**src/rtl/result_ram_ctrl.sv**
```systemverilog
// result_ram_ctrl
//   Write-back sequencer and port arbiter for the NPU result RAM (single port,
//   synchronous write, combinational read). Result beats of LANES words from
//   the PE array are serialized into consecutive RAM words starting at a
//   programmed base address. A host read-out path shares the RAM port, and
//   the host can never be starved.
//
// Ports
//   clk, rst_n               system clock (rising edge), async active-low reset
//   start                    launches a job (ignored unless IDLE)
//   base_addr, count         job base address and word count, sampled on start
//   in_valid/in_ready/in_data  PE beat handshake; lane 0 in the low bits
//   host_rd_req/addr         host read request, held until ack
//   host_rd_ack/data         one-cycle ack with registered read data
//   busy, done               job active / one-cycle end-of-job pulse
//   ram_we/addr/din/dout     RAM port
//
// state | meaning
// ------+----------------------------------------------------------
// IDLE  | waiting for start; host reads served immediately
// RUN   | accepting beats and writing words, busy=1
// DONE  | one-cycle done pulse, then back to IDLE
module result_ram_ctrl #(
  parameter int DATA_W = 32,
  parameter int ADDR_W = 6,
  parameter int DEPTH  = 64,
  parameter int LANES  = 4
) (
  input  logic                    clk,
  input  logic                    rst_n,
  input  logic                    start,
  input  logic [ADDR_W-1:0]       base_addr,
  input  logic [ADDR_W:0]         count,
  input  logic                    in_valid,
  output logic                    in_ready,
  input  logic [LANES*DATA_W-1:0] in_data,
  input  logic                    host_rd_req,
  input  logic [ADDR_W-1:0]       host_rd_addr,
  output logic                    host_rd_ack,
  output logic [DATA_W-1:0]       host_rd_data,
  output logic                    busy,
  output logic                    done,
  output logic                    ram_we,
  output logic [ADDR_W-1:0]       ram_addr,
  output logic [DATA_W-1:0]       ram_din,
  input  logic [DATA_W-1:0]       ram_dout
);

  localparam int                LANE_W    = (LANES > 1) ? $clog2(LANES) : 1;
  localparam logic [ADDR_W:0]   DEPTH_C   = (ADDR_W+1)'(DEPTH);
  localparam logic [ADDR_W:0]   ONE_CNT   = (ADDR_W+1)'(1);
  localparam logic [LANE_W-1:0] LAST_LANE = LANE_W'(LANES-1);

  typedef enum logic [1:0] {
    IDLE = 2'd0,
    RUN  = 2'd1,
    DONE = 2'd2
  } state_t;

  state_t state, state_nxt;

  logic [ADDR_W-1:0] wr_ptr;
  logic [ADDR_W:0]   remaining;
  logic [DATA_W-1:0] lane_buf [LANES];
  logic [LANE_W-1:0] lane;
  logic              buf_full;
  logic              host_denied;
  logic [ADDR_W-1:0] last_addr;

  logic [ADDR_W:0]   count_clamped;
  logic              job_start;
  logic              beat_take;
  logic              grant_host;
  logic              grant_wr;
  logic              last_write;

  always_comb begin
    count_clamped = (count > DEPTH_C) ? DEPTH_C : count;
    job_start     = (state == IDLE) && start;
    // A pending write normally owns the port; a host request that lost
    // last cycle takes it this cycle, bounding host latency to two cycles.
    grant_host    = host_rd_req && (!buf_full || host_denied);
    grant_wr      = buf_full && !grant_host;
    in_ready      = (state == RUN) && !buf_full && (remaining != '0);
    beat_take     = in_valid && in_ready;
    last_write    = grant_wr && (remaining == ONE_CNT);
  end

  always_comb begin
    ram_we  = grant_wr;
    ram_din = '0;
    if (grant_wr) begin
      ram_addr = wr_ptr;
      ram_din  = lane_buf[lane];
    end else if (grant_host) begin
      ram_addr = host_rd_addr;
    end else begin
      ram_addr = last_addr;
    end
  end

  always_ff @(posedge clk or negedge rst_n) begin
    if (!rst_n) begin
      state <= IDLE;
    end else begin
      state <= state_nxt;
    end
  end

  always_comb begin
    state_nxt = state;
    busy      = 1'b0;
    done      = 1'b0;
    case (state)
      IDLE: begin
        if (start) begin
          state_nxt = (count_clamped != '0) ? RUN : DONE;
        end
      end
      RUN: begin
        busy = 1'b1;
        if (last_write) begin
          state_nxt = DONE;
        end
      end
      DONE: begin
        done      = 1'b1;
        state_nxt = IDLE;
      end
      default: state_nxt = IDLE;
    endcase
  end

  always_ff @(posedge clk or negedge rst_n) begin
    if (!rst_n) begin
      wr_ptr    <= '0;
      remaining <= '0;
      lane      <= '0;
      buf_full  <= 1'b0;
    end else begin
      if (job_start) begin
        wr_ptr    <= base_addr;
        remaining <= count_clamped;
        lane      <= '0;
        buf_full  <= 1'b0;
      end else if (beat_take) begin
        lane     <= '0;
        buf_full <= 1'b1;
      end else if (grant_wr) begin
        // DEPTH is a power of two, so the natural wrap gives modulo DEPTH.
        wr_ptr    <= wr_ptr + ADDR_W'(1);
        remaining <= remaining - ONE_CNT;
        lane      <= lane + LANE_W'(1);
        // Remaining lanes of a partial final beat are simply dropped.
        if ((lane == LAST_LANE) || (remaining == ONE_CNT)) begin
          buf_full <= 1'b0;
        end
      end
    end
  end

  // Payload storage needs no reset: buf_full gates every use of it.
  always_ff @(posedge clk) begin
    if (beat_take) begin
      for (int i = 0; i < LANES; i++) begin
        lane_buf[i] <= in_data[i*DATA_W +: DATA_W];
      end
    end
  end

  always_ff @(posedge clk or negedge rst_n) begin
    if (!rst_n) begin
      host_denied  <= 1'b0;
      host_rd_ack  <= 1'b0;
      host_rd_data <= '0;
      last_addr    <= '0;
    end else begin
      host_denied <= host_rd_req && !grant_host;
      host_rd_ack <= grant_host;
      if (grant_host) begin
        host_rd_data <= ram_dout;
      end
      if (grant_wr || grant_host) begin
        last_addr <= ram_addr;
      end
    end
  end

endmodule

```
**config.mk**
```make
export PLATFORM = sky130hd
export DESIGN_NAME = result_ram_ctrl
export DESIGN_NICKNAME = d
export VERILOG_FILES = /design/src/rtl/result_ram_ctrl.sv
export SDC_FILE = /design/constraint.sdc
export NUM_CORES = 1
export LEC_CHECK = 0
export ABC_AREA = 1
export CORE_MARGIN = 3
export CORE_UTILIZATION = 45
export DETAILED_ROUTE_END_ITERATION = 8
export GPL_TIMING_DRIVEN = 0
export PLACE_DENSITY = 0.79
export SLEW_MARGIN = 40
export SYNTH_ARGS = -nofsm -noshare
export SYNTH_HDL_FRONTEND = slang
export SYNTH_SLANG_ARGS = --single-unit
```
**constraint.sdc**
```tcl
create_clock -name clk -period 5.5 [get_ports clk]
set_input_delay 0.825 -clock clk [delete_from_list [all_inputs] [get_ports clk]]
set_output_delay 0.825 -clock clk [all_outputs]
set_load 0.01 [all_outputs]
```
* Word level (Yosys, flattened, before mapping)
Memories as Yosys holds them, arrays and structs flattened.
Index checks and enable logic that the tools add are counted.
** Storage, ports and cells
- Bits of input ports :: 184
- Output and inout port bits :: 75
- Word-level logic and storage cells :: 68
- Memories :: 1
- Memory bits (writable) :: 128
- Flip-flop bits (word level) :: 58
** Operators by class
- Reduce and logical (&&, ||, !) cells :: 22
- Multiplexer cells :: 25
- Equal/unequal tests :: 7
- Add/subtract/negate cells :: 3
- Order comparisons :: 1
** Memory list
- lane_buf :: words 4, bits a word 32, rd ports 1, clocked after memory_dff 0, write ports 4, RTL line 64 : logic [DATA_W-1:0] lane_buf [LANES];
** Operators with widths (count)
- 2-to-1 mux 32 bit :: 1
- 2-to-1 mux 6 bit :: 5
- 2-to-1 mux 7 bit :: 4
- nonzero test 7 bit :: 2
- 2-to-1 mux 2 bit :: 6
- logical AND 1 bit :: 8
- 2-to-1 mux 1 bit :: 8
- equality test 7 x 1 -> 1 bit, second input constant :: 1
- greater-than comparator 7 bit, second input constant :: 1
- subtractor 7 x 1 -> 7 bit, second input constant :: 1
- adder 6 x 1 -> 6 bit, second input constant :: 1
- inequality test 2 bit, second input constant :: 3
- AND reduction 2 bit :: 3
- nonzero test 3 bit :: 2
- equality test 2 bit, second input constant :: 2
- case mux 2 bit (2 select lines) :: 1
- logical OR 1 bit :: 3
- adder 2 x 1 -> 2 bit, second input constant :: 1
- equality test 2 x 1 -> 1 bit, second input constant :: 1
- logical NOT 1 bit :: 2
- logical NOT 2 bit :: 1
- nonzero test 2 bit :: 1

* Depth between registers and ports, before layout
Gate-level depths: netlist of the first run.
- Word-level depth :: 8
- Gate-level depth with buffers :: 10

* Worst setup path before layout of the first run
Ideal clock, no wire load.
- Path kind :: input port to flip-flop
- From :: input port in_valid
- To :: memory lane_buf[0][0], enable pin
- Setup time :: 0.481 ns
- Path buffers :: 0
- Slack :: 1.606 ns
- Arrival time :: 3.413 ns
- Stages on the path :: 2
- Path through :: nand3b_1 -> inv_1
** RTL lines
- from (decl) :: RTL line 34 : input logic in_valid,
- to (decl) :: RTL line 64

* Worst setup path in the final report of the first run
- From :: input port host_rd_req
- To :: output port ram_addr[1]
** On the way
- Longest elaborated chain between the ends :: 4
- Elaborated cells between the ends (all ways) :: 5
- Those cells by class :: mux (2); reduce/logical (3)
** Ends and longest elaborated chain
- from (decl) :: RTL line 37 : input logic host_rd_req,
- logical AND 1 bit (*) :: RTL line 82 : grant_host = host_rd_req && (!buf_full || host_denied);
- logical NOT 1 bit :: RTL line 83 : grant_wr = buf_full && !grant_host;
- logical AND 1 bit :: RTL line 83
- 2-to-1 mux 6 bit (*) :: RTL line 92 : if (grant_wr) begin
- to (decl) :: RTL line 44 : output logic [ADDR_W-1:0] ram_addr,
Mark *: on every way between the ends. The rest lies on a longest branch, timed or not.

==> results.yml, run 1 <==
routing:
  drt_wl_total_um: 20000
  ant_nets: 0
  dr.pass1.iters: 5
  via_per_inst: 4.93
  wl_per_cell_um: 16.1
  drc: 0
  drt_iter0_drc: 447
  vias: 6148
finish:
  fillers: 1263
  areaGrowthSynthToFinish_pct: 45.5
  drive_gt1_share_pct: 6.24
  nNetsFinal: 1201
  final_util_pct: 67.3
  design_area_um2: 11200
clock_network:
  clkTransAtPathRegs_ns: 0.08
  htreeDepth: 4
  hold_buffers: 0
  cts_max_path_buffers: 2
  cts_setup_buffers: 0
  cts_tree: "yes"
  numCtsBuffers: 17
  clock_sinks: 186
  cts_resized: 0
  cts_root_buf: "clkbuf_16"
  clk_latency_ns: 0.43
floorplan:
  ioPinCount: 259
  coreArea_um2: 16600
  num_rows: 47
  die_w_um: 137
  initial_core_util_pct: 46.2
  die_area_um2: 18700
  die_y_um: 137
job:
  cap_violations: 0
yosys:
  async_flop_share_pct: 31.2
  synth_cell_types: 28
  synth_top_family_by_area: "simple AND/OR/NAND/NOR gates"
  yosysTopAreaCell: "edfxtp_1"
  synthCells: 733
  yosys-top-cells-area: "edfxtp_1 50%, dfrtp_1 19%, nand2_1 8.2%"
  synthAdderAreaFrac_pct: 0.813
  synth_compound_area_share_pct: 8.44
  synth_seq_area_share_pct: 68.8
  synth_nets: 922
  synth_top_area_share_pct: 50.0
  ys_ff_latch: 186
  synth.cell_area_um2: 7690
  synth-xor-area-share_pct: 0.342
  synth_edf_count: 128
  synth_mux_area_share_pct: 0
  yosysWarnings: 0
  synth_ff_type: "edfxtp_1"
  avgSynthCellArea_um2: 10.5
  synthSimpleGateAreaFrac_pct: 18.0
critical_path:
  cp_max_fo: 7
  cp-end-kind: "output port"
  critPathBufInv: 3
  cp_top_family: "buffers and inverters"
  path_common_cell: "clkdlybuf4s50_1"
  crit_type: "input pin to output port"
  cpPeakStageDelay_ns: 0.60
  crit_required_ns: 4.68
  slowest_stage: "clkdlybuf4s50_1"
  crit_start: "host_rd_req"
  start_kind: "input pin"
  worstPathCellList: "clkdlybuf4s50_1 -> nand2_4 -> inv_2 -> nor2_1 -> nand2_1 -> o211ai_1 -> clkdlybuf4s50_1"
  worst-endpoint-arrival_ns: 2.65
  r2r-start: "remaining[0]"
sta:
  period_share_pct: 63.2
  rsz0062_at_grt: "no"
  finalSetupViolCount: 0
  worst_pin_slew_ns: 0.542
  period_needed_ns: 3.47
  worst_clock_skew_ns: 0.0123
  finalWorstSetupSlack_ns: 2.03
  slew_headroom_pct: 63.9
  maxSlewViolCount: 0
  fin_setup_tns_ns: 0
  finalHoldViolations: 0
  fmax_ghz: 0.288
grt:
  grt_pass1_wl_um: 30700
  grt_pass1_vias: 6051
  grt_usage_pct: 21.5
  grt_overflow: 0
  antenna_found_initial: 0
  grt_max_degree: 90
placed_design:
  pre_cts_ws_ns: 2.04
  place_hpwl_um: 14700
  numPortBuffers: 258
  routabilityCongestion: 0.873
  placed_area_um2: 10600
run_status:
  status: "complete, no violations"
worst_hold_path:
  hp-class: "input pin to async pin"
power_and_ir_drop:
  leakagePower_nw: 4.43
  peakVddDrop_mv: 0.225
  p_per_area_nw_per_um2: 500
-- area by class of cell --
cell class | instances | area [µm²] | share of cell area, %
antenna | 1 | 2.50 | 0.0224
buffer | 36 | 176 | 1.58
clock buffer | 17 | 425 | 3.80
clock inverter | 15 | 161 | 1.44
inverter | 26 | 105 | 0.939
multi-input combinational | 485 | 2120 | 19.0
sequential | 186 | 5300 | 47.3
tap | 220 | 275 | 2.46
timing repair buffer | 260 | 2630 | 23.5
-- cell families after synthesis --
family          Yosys count
xor+xnor                  3
flops                   186
buf+inv                  62
compound gates          123
simple gates            354
fa+ha+maj                 5
-- per-layer routing --
layer	vias to the layer above	track usage, %	routed length, µm
li1	3030	-	-
met1	2883	27.5	8150
met2	204	35.0	9990
met3	31	6.10	1390
met4	0	8.23	500
met5	-	0	0
-- worst register-to-register path, cell delays in order (launching register included) --
cell and delay (ns):
dfrtp_1 0.38, inv_1 0.12, ha_1 0.22, nand2_1 0.07, nor2_1 0.05, nand3b_1 0.29
inv_8 0.30, buf_16 0.41
-- cell usage after synthesis (2+ instances only) --
cell / count
o21ai_1: 9
nand3_1: 23
buf_2: 18
edfxtp_1: 128
o211ai_1: 12
nor2_1: 153
inv_2: 3
dfrtp_1: 58
nand2_2: 2
a21oi_1: 33
buf_6: 2
ha_1: 5
clkbuf_1: 15
nand4_1: 2
inv_1: 22
nor3_1: 2
xnor2_1: 2
o21ai_0: 67
nand2_1: 168
-- worst paths after layout --
check	endpoint	slack (ns)	cells past startpoint
max in group asynchronous	remaining[5]	4.68	2
min in group clk	host_rd_data[24]	0.48	2
min	host_rd_data[20]	0.32	1
max reg2reg	lane_buf[0][25]	3.26	7
max	ram_addr[1]	2.03	7
min reg2reg	host_rd_data[24]	0.48	2
-- cells in the final DEF (no fill, tap or decap), drive strengths merged, types with 2 or more instances in the layout --
cell,count
clkbuf,32
nor2,154
nand3,23
buf,24
a21oi,33
o21ai,76
nand2,171
edfxtp,128
inv,35
dfrtp,58
nor3,2
clkinv,6
o211ai,12
xnor2,2
ha,5
nand4,2
clkdlybuf4s50,257
-- where the power goes --
group          total (mW)  internal (mW)  leakage, nW  switching, mW
clock                1.20          0.614        0.289          0.585
combinational        2.27          0.998         2.24           1.28
sequential           2.13           1.96         1.90          0.171
-- per-stage QoR --
step / hold WS, ns / power (mW) / instances
final: 0.319 / 5.60 / 1246
after global routing: 0.330 / 5.98 / 1245
after CTS: 0.320 / 5.64 / 1245
after detailed placement: 0.464 / 4.44 / 1213
after global placement: 0.462 / 4.41 / 1211
after floorplan: 0.447 / 3.35 / 733
-- sequential cells by signal, indices dropped and copies added (netlist names) --
name and count:
remaining 7, host_rd_ack 1, host_rd_data 32, lane_buf 128, wr_ptr 6, state 2
buf_full 1, last_addr 6, lane 2, host_denied 1
Note: power is estimated with default switching activity, not from simulation.
==> run 2: changes to the inputs <==
--- a/config.mk
+++ b/config.mk
@@ -7,10 +7,10 @@
 export LEC_CHECK = 0
 export ABC_AREA = 1
 export CORE_MARGIN = 3
-export CORE_UTILIZATION = 45
+export CORE_UTILIZATION = 41
 export DETAILED_ROUTE_END_ITERATION = 8
 export GPL_TIMING_DRIVEN = 0
-export PLACE_DENSITY = 0.79
+export PLACE_DENSITY = 0.76
 export SLEW_MARGIN = 40
 export SYNTH_ARGS = -nofsm -noshare
 export SYNTH_HDL_FRONTEND = slang
==> constraint.sdc (replaced) <==
create_clock -name clk -period 2.8 [get_ports clk]
set_input_delay 0.42 -clock clk [delete_from_list [all_inputs] [get_ports clk]]
set_output_delay 0.42 -clock clk [all_outputs]
set_load 0.01 [all_outputs]
==> run 2 against run 1 <==
Clock-buffer cell count unchanged. Critical endpoint is now ram_din[1]. Register-to-register slack got worse by 2.9 ns. Largest power group unchanged. Highest routed layer unchanged. Sequential power is 96% higher. Worst hold slack gained 0.16 ns. Sequential cell count is the same. Final cell count is 1.4% higher. First-iteration DRC count fell by 30%. Wire length rose by 4.9%. Utilization fell by 4.5 points.
==> results.yml, run 2 (same netlist as run 1, synthesis figures left out) <==
finish:
  final_cell_mix: "252 x clkdlybuf4s50_1, 168 x nand2_1, 151 x nor2_1, 128 x edfxtp_1, 67 x o21ai_0"
  final_util_pct: 62.7
  nNetsFinal: 1210
  final_common_cell: "clkdlybuf4s50_1"
  num_antenna_cells: 0
  design_area_um2: 11400
  drive_gt1_share_pct: 8.22
  reg_top3: "lane_buf (128), host_rd_data (32), remaining (7)"
  largest_reg_flops: 128
  regMostFlops: "lane_buf"
  areaGrowthSynthToFinish_pct: 48.5
sta:
  worst_pin_slew_ns: 0.508
  worst_clock_skew_ns: 0.0145
  finalSetupViolCount: 0
  maxSlewViolCount: 0
  slew_headroom_pct: 66.2
  fmax_ghz: 0.374
  period_needed_ns: 2.68
  period_share_pct: 95.6
  finalHoldViolations: 0
worst_hold_path:
  hp-class: "flop to flop"
floorplan:
  ioPinCount: 259
  initial_core_util_pct: 42.3
  die_w_um: 143
  coreArea_um2: 18200
  die_area_um2: 20400
  num_rows: 49
  die_y_um: 143
routing:
  drt_wl_total_um: 21000
  dr.pass1.iters: 4
  drt_iter0_drc: 314
  vias: 6216
  via_per_inst: 4.92
  drc: 0
  wl_per_cell_um: 16.6
  ant_nets: 0
clock_network:
  cts_root_buf: "clkbuf_16"
  cts_max_path_buffers: 2
  cts_tree: "yes"
  htreeDepth: 4
  numCtsBuffers: 17
  clkTransAtPathRegs_ns: 0.08
  clock_sinks: 186
  clk_latency_ns: 0.43
run_status:
  status: "complete, no violations"
critical_path:
  start_kind: "flop"
  crit_type: "flop to output port"
  crit_required_ns: 2.38
  cp-end-kind: "output port"
  cp_max_fo: 10
  worst-endpoint-arrival_ns: 2.26
placed_design:
  numPortBuffers: 258
  place_hpwl_um: 15600
  routabilityCongestion: 0.866
  placed_area_um2: 10700
grt:
  antenna_found_initial: 0
  grt_pass1_vias: 6136
  grt_usage_pct: 20.7
  grt_pass1_wl_um: 32500
  grt_max_degree: 32
  grt_overflow: 0
job:
  cap_violations: 0
power_and_ir_drop:
  p_per_area_nw_per_um2: 990
  peakVddDrop_mv: 0.488
  leakagePower_nw: 4.60
[run 2: cell count changes in the layout (fill, tap and decap cells not counted), sizes merged]
| cell | before | now |
|---|---|---|
| inv | 35 | 33 |
| dlymetal6s2s | 0 | 5 |
| dlygate4sd3 | 0 | 1 |
| clkdlybuf4s50 | 257 | 252 |
| buf | 24 | 31 |
| diode | 1 | 0 |
| clkbuf | 32 | 33 |
| clkinvlp | 0 | 1 |
| clkinv | 6 | 7 |
[run 2: worst max-delay path, cell delays in order, from the launching register on]
cell             delay (ns)
dfrtp_2                0.44
buf_4                  0.16
clkbuf_1               0.23
nor2_1                 0.16
o21ai_0                0.09
a21oi_1                0.15
clkdlybuf4s50_1        0.59
[run 2: layout make-up]
| type | count | area, µm² |
|---|---|---|
| Fill cell | 1458 | 6790 |
| Sequential cell | 186 | 5300 |
| Timing Repair Buffer | 270 | 2800 |
| Multi-Input combinational cell | 485 | 2130 |
| Clock buffer | 17 | 425 |
| Tap cell | 229 | 287 |
| Buffer | 35 | 206 |
| Clock inverter | 15 | 181 |
| Inverter | 26 | 101 |
[run 2: path summary, 6_finish.rpt]
kind	depth (start not counted)	endpoint	slack (ns)	start
min in group asynchronous	2	host_rd_data[20]	0.49	rst_n
worst max register to register	11	lane_buf[2][28]	0.32	remaining[0]
worst max-delay path	6	ram_din[1]	0.12	lane[1]
worst min register to register	2	host_rd_data[1]	0.48	host_rd_data[1]
worst min-delay path	2	host_rd_data[1]	0.48	host_rd_data[1]
max in group asynchronous	3	host_rd_data[25]	1.81	rst_n
[run 2: through the flow]
step / cells / power [mW] / setup WS, ns / setup TNS (ns) / hold WS, ns
6_report: 1263 / 11.3 / 0.124 / 0 / 0.481
5_1_grt: 1263 / 12.1 / -0.00985 / -0.0154 / 0.501
4_1_cts: 1259 / 11.4 / 0.00799 / 0 / 0.450
3_5_place_dp: 1227 / 8.88 / 0.136 / 0 / 0.372
3_3_place_gp: 1220 / 8.66 / -1.37 / -209.33 / 0.462
2_1_floorplan: 733 / 6.58 / -0.449 / -57.43 / 0.124
[run 2: power breakdown]
part,internal [mW],switching (mW),total [mW],leakage [nW]
registers,3.84,0.344,4.18,1.90
logic,2.14,2.57,4.71,2.41
clock network,1.22,1.20,2.42,0.295
[run 2: what timing repair did]
action	4_1_cts	5_1_grt
gates resized for setup	12	14
endpoints found under the hold margin	27	0
buffers inserted	0	4
setup endpoints to repair	35	35
pin swaps	0	1
hold buffers	1	0
[run 2: layer usage]
| metal | global-route usage [%] | vias to the layer above | share of wire [%] |
|---|---|---|---|
| met2 | 34.7 | 188 | 50 |
| met3 | 5.79 | 35 | 6.1 |
| li1 | - | 3039 | - |
| met5 | 0 | - | 0 |
| met4 | 6.80 | 0 | 2.8 |
| met1 | 26.1 | 2954 | 41 |
==> run 3: changes to the inputs <==
--- a/config.mk
+++ b/config.mk
@@ -6,12 +6,13 @@
 export NUM_CORES = 1
 export LEC_CHECK = 0
 export ABC_AREA = 1
+export CAP_MARGIN = 20
 export CORE_MARGIN = 3
-export CORE_UTILIZATION = 41
+export CORE_UTILIZATION = 25
 export DETAILED_ROUTE_END_ITERATION = 8
 export GPL_TIMING_DRIVEN = 0
-export PLACE_DENSITY = 0.76
 export SLEW_MARGIN = 40
 export SYNTH_ARGS = -nofsm -noshare
 export SYNTH_HDL_FRONTEND = slang
 export SYNTH_SLANG_ARGS = --single-unit
+export TNS_END_PERCENT = 30
==> run 3 against run 2 <==
Clock power increased by 2%. Critical path depth increased by 1. Largest power group unchanged. Sequential cell count unchanged. Sequential power about the same. Combinational power increased by 1%. Highest routed layer is now met5. Total power increased by 0.94%.
==> results.yml, run 3 (same netlist as run 1, synthesis figures left out) <==
run_status:
  status: "complete, no violations"
critical_path:
  crit_type: "input pin to output port"
  cp_top_family: "buffers and inverters"
  crit_required_ns: 2.38
  slowest_stage: "clkdlybuf4s50_1"
  cp-end-kind: "output port"
  cpPeakStageDelay_ns: 0.57
  worst-endpoint-arrival_ns: 2.27
  path_common_cell: "clkdlybuf4s50_1"
  start_kind: "input pin"
  cp_max_fo: 10
  worstPathCellList: "clkdlybuf4s50_1 -> nand2_4 -> nand2_2 -> buf_6 -> buf_2 -> a21oi_1 -> clkdlybuf4s50_1"
  critPathBufInv: 4
routing:
  wl_per_cell_um: 16.2
  dr.pass1.iters: 5
  drt_iter0_drc: 429
  ant_nets: 0
  drc: 0
  via_per_inst: 4.32
  drt_wl_total_um: 23100
  vias: 6148
sta:
  fmax_ghz: 0.372
  period_share_pct: 96.0
  period_needed_ns: 2.69
  holdWs_ns: 0.424
  worst_pin_slew_ns: 0.512
  fin_setup_tns_ns: 0
  worst_clock_skew_ns: 0.0137
  finalSetupViolCount: 0
  maxSlewViolCount: 0
  rsz0062_at_grt: "no"
  finalHoldViolations: 0
  slew_headroom_pct: 65.9
power_and_ir_drop:
  p_per_area_nw_per_um2: 981
  peakVddDrop_mv: 0.354
  leakagePower_nw: 4.61
clock_network:
  cts_root_buf: "clkbuf_16"
  numCtsBuffers: 17
  clk_latency_ns: 0.42
  cts_tree: "yes"
  clkTransAtPathRegs_ns: 0.08
  clock_sinks: 186
  cts_max_path_buffers: 2
  htreeDepth: 4
floorplan:
  num_rows: 63
  ioPinCount: 259
  initial_core_util_pct: 25.7
  die_w_um: 181
  die_area_um2: 32900
  die_y_um: 181
  coreArea_um2: 30000
worst_hold_path:
  hp-class: "input pin to async pin"
grt:
  grt_overflow: 0
  grt_usage_pct: 13.9
  grt_max_degree: 41
  grt_pass1_wl_um: 35600
  antenna_found_initial: 1
  grt_pass1_vias: 6326
placed_design:
  place_hpwl_um: 17000
  numPortBuffers: 258
  dpl.cell_count: 1388
  routabilityCongestion: 0.786
finish:
  num_antenna_cells: 0
  largest_reg_flops: 128
  reg_top3: "lane_buf (128), host_rd_data (32), remaining (7)"
  nNetsFinal: 1210
  final_common_cell: "clkdlybuf4s50_1"
  final_cells: 1424
  regMostFlops: "lane_buf"
  final_util_pct: 38.9
  areaGrowthSynthToFinish_pct: 51.3
  final_cell_mix: "251 x clkdlybuf4s50_1, 168 x nand2_1, 150 x nor2_1, 128 x edfxtp_1, 67 x o21ai_0"
  drive_gt1_share_pct: 8.70
job:
  cap_violations: 0
[run 3: changes by cell type in the layout (fill, tap and decap cells not counted), moves of 2 or more]
cell and change:
clkbuf_1 -2, clkbuf_2 +2, clkinv_4 +2, clkinv_8 -2
[run 3: area by class of cell]
| cell class | count | area (µm²) |
|---|---|---|
| repair buffers | 270 | 2800 |
| inverters | 26 | 101 |
| well taps | 390 | 488 |
| plain buffers | 35 | 210 |
| clock inverters | 15 | 178 |
| clock buffers | 17 | 425 |
| flip-flops and latches | 186 | 5300 |
| fillers | 2959 | 18300 |
| multi-input cells | 485 | 2140 |
[run 3: metrics by stage]
step	setup WS [ns]	instance area, µm²	total power, mW
6_report	0.113	11600	11.4
5_1_grt	0.00143	11600	12.2
4_1_cts	-0.0126	11600	11.6
3_5_place_dp	0.00631	10900	9.00
3_3_place_gp	-1.57	10800	8.80
2_1_floorplan	-0.449	7700	6.58
[run 3: worst paths after layout]
check | startpoint | end | slack, ns | cells past startpoint
min in group clk | host_rd_data[4] | host_rd_data[4] | 0.48 | 2
worst max register to register | remaining[3] | lane_buf[3][22] | 0.44 | 8
worst max-delay path | host_rd_req | ram_din[17] | 0.11 | 7
worst min-delay path | rst_n | remaining[0] | 0.42 | 2
max in group asynchronous | rst_n | host_rd_data[4] | 1.85 | 3
worst min register to register | host_rd_data[4] | host_rd_data[4] | 0.48 | 2
[run 3: metal layers]
metal  part of all wire [%]  GRT usage, %  up-vias
met5                  0.056             0        -
met4                    2.3          4.57        2
met3                    7.1          4.03       28
met2                     47          22.7      231
met1                     43          17.8     2835
li1                       -             -     3052
[run 3: power by group]
part	internal, mW	switching [mW]
registers	3.84	0.336
clock network	1.29	1.20
logic	2.14	2.62
[run 3: repair_timing]
action,in CTS,in global routing
resized for setup,19,13
endpoints found under the hold margin,18,0
hold buffers,1,0
pin swaps,0,2
setup endpoints to repair,38,27
buffers inserted,1,3
[run 3: worst reg2reg max path, delay by kind of cell (launching register included)]
| kind | cells | cell delay (ns) |
|---|---|---|
| simple gates | 4 | 0.73 |
| buf+inv | 4 | 0.97 |
| flops | 1 | 0.42 |
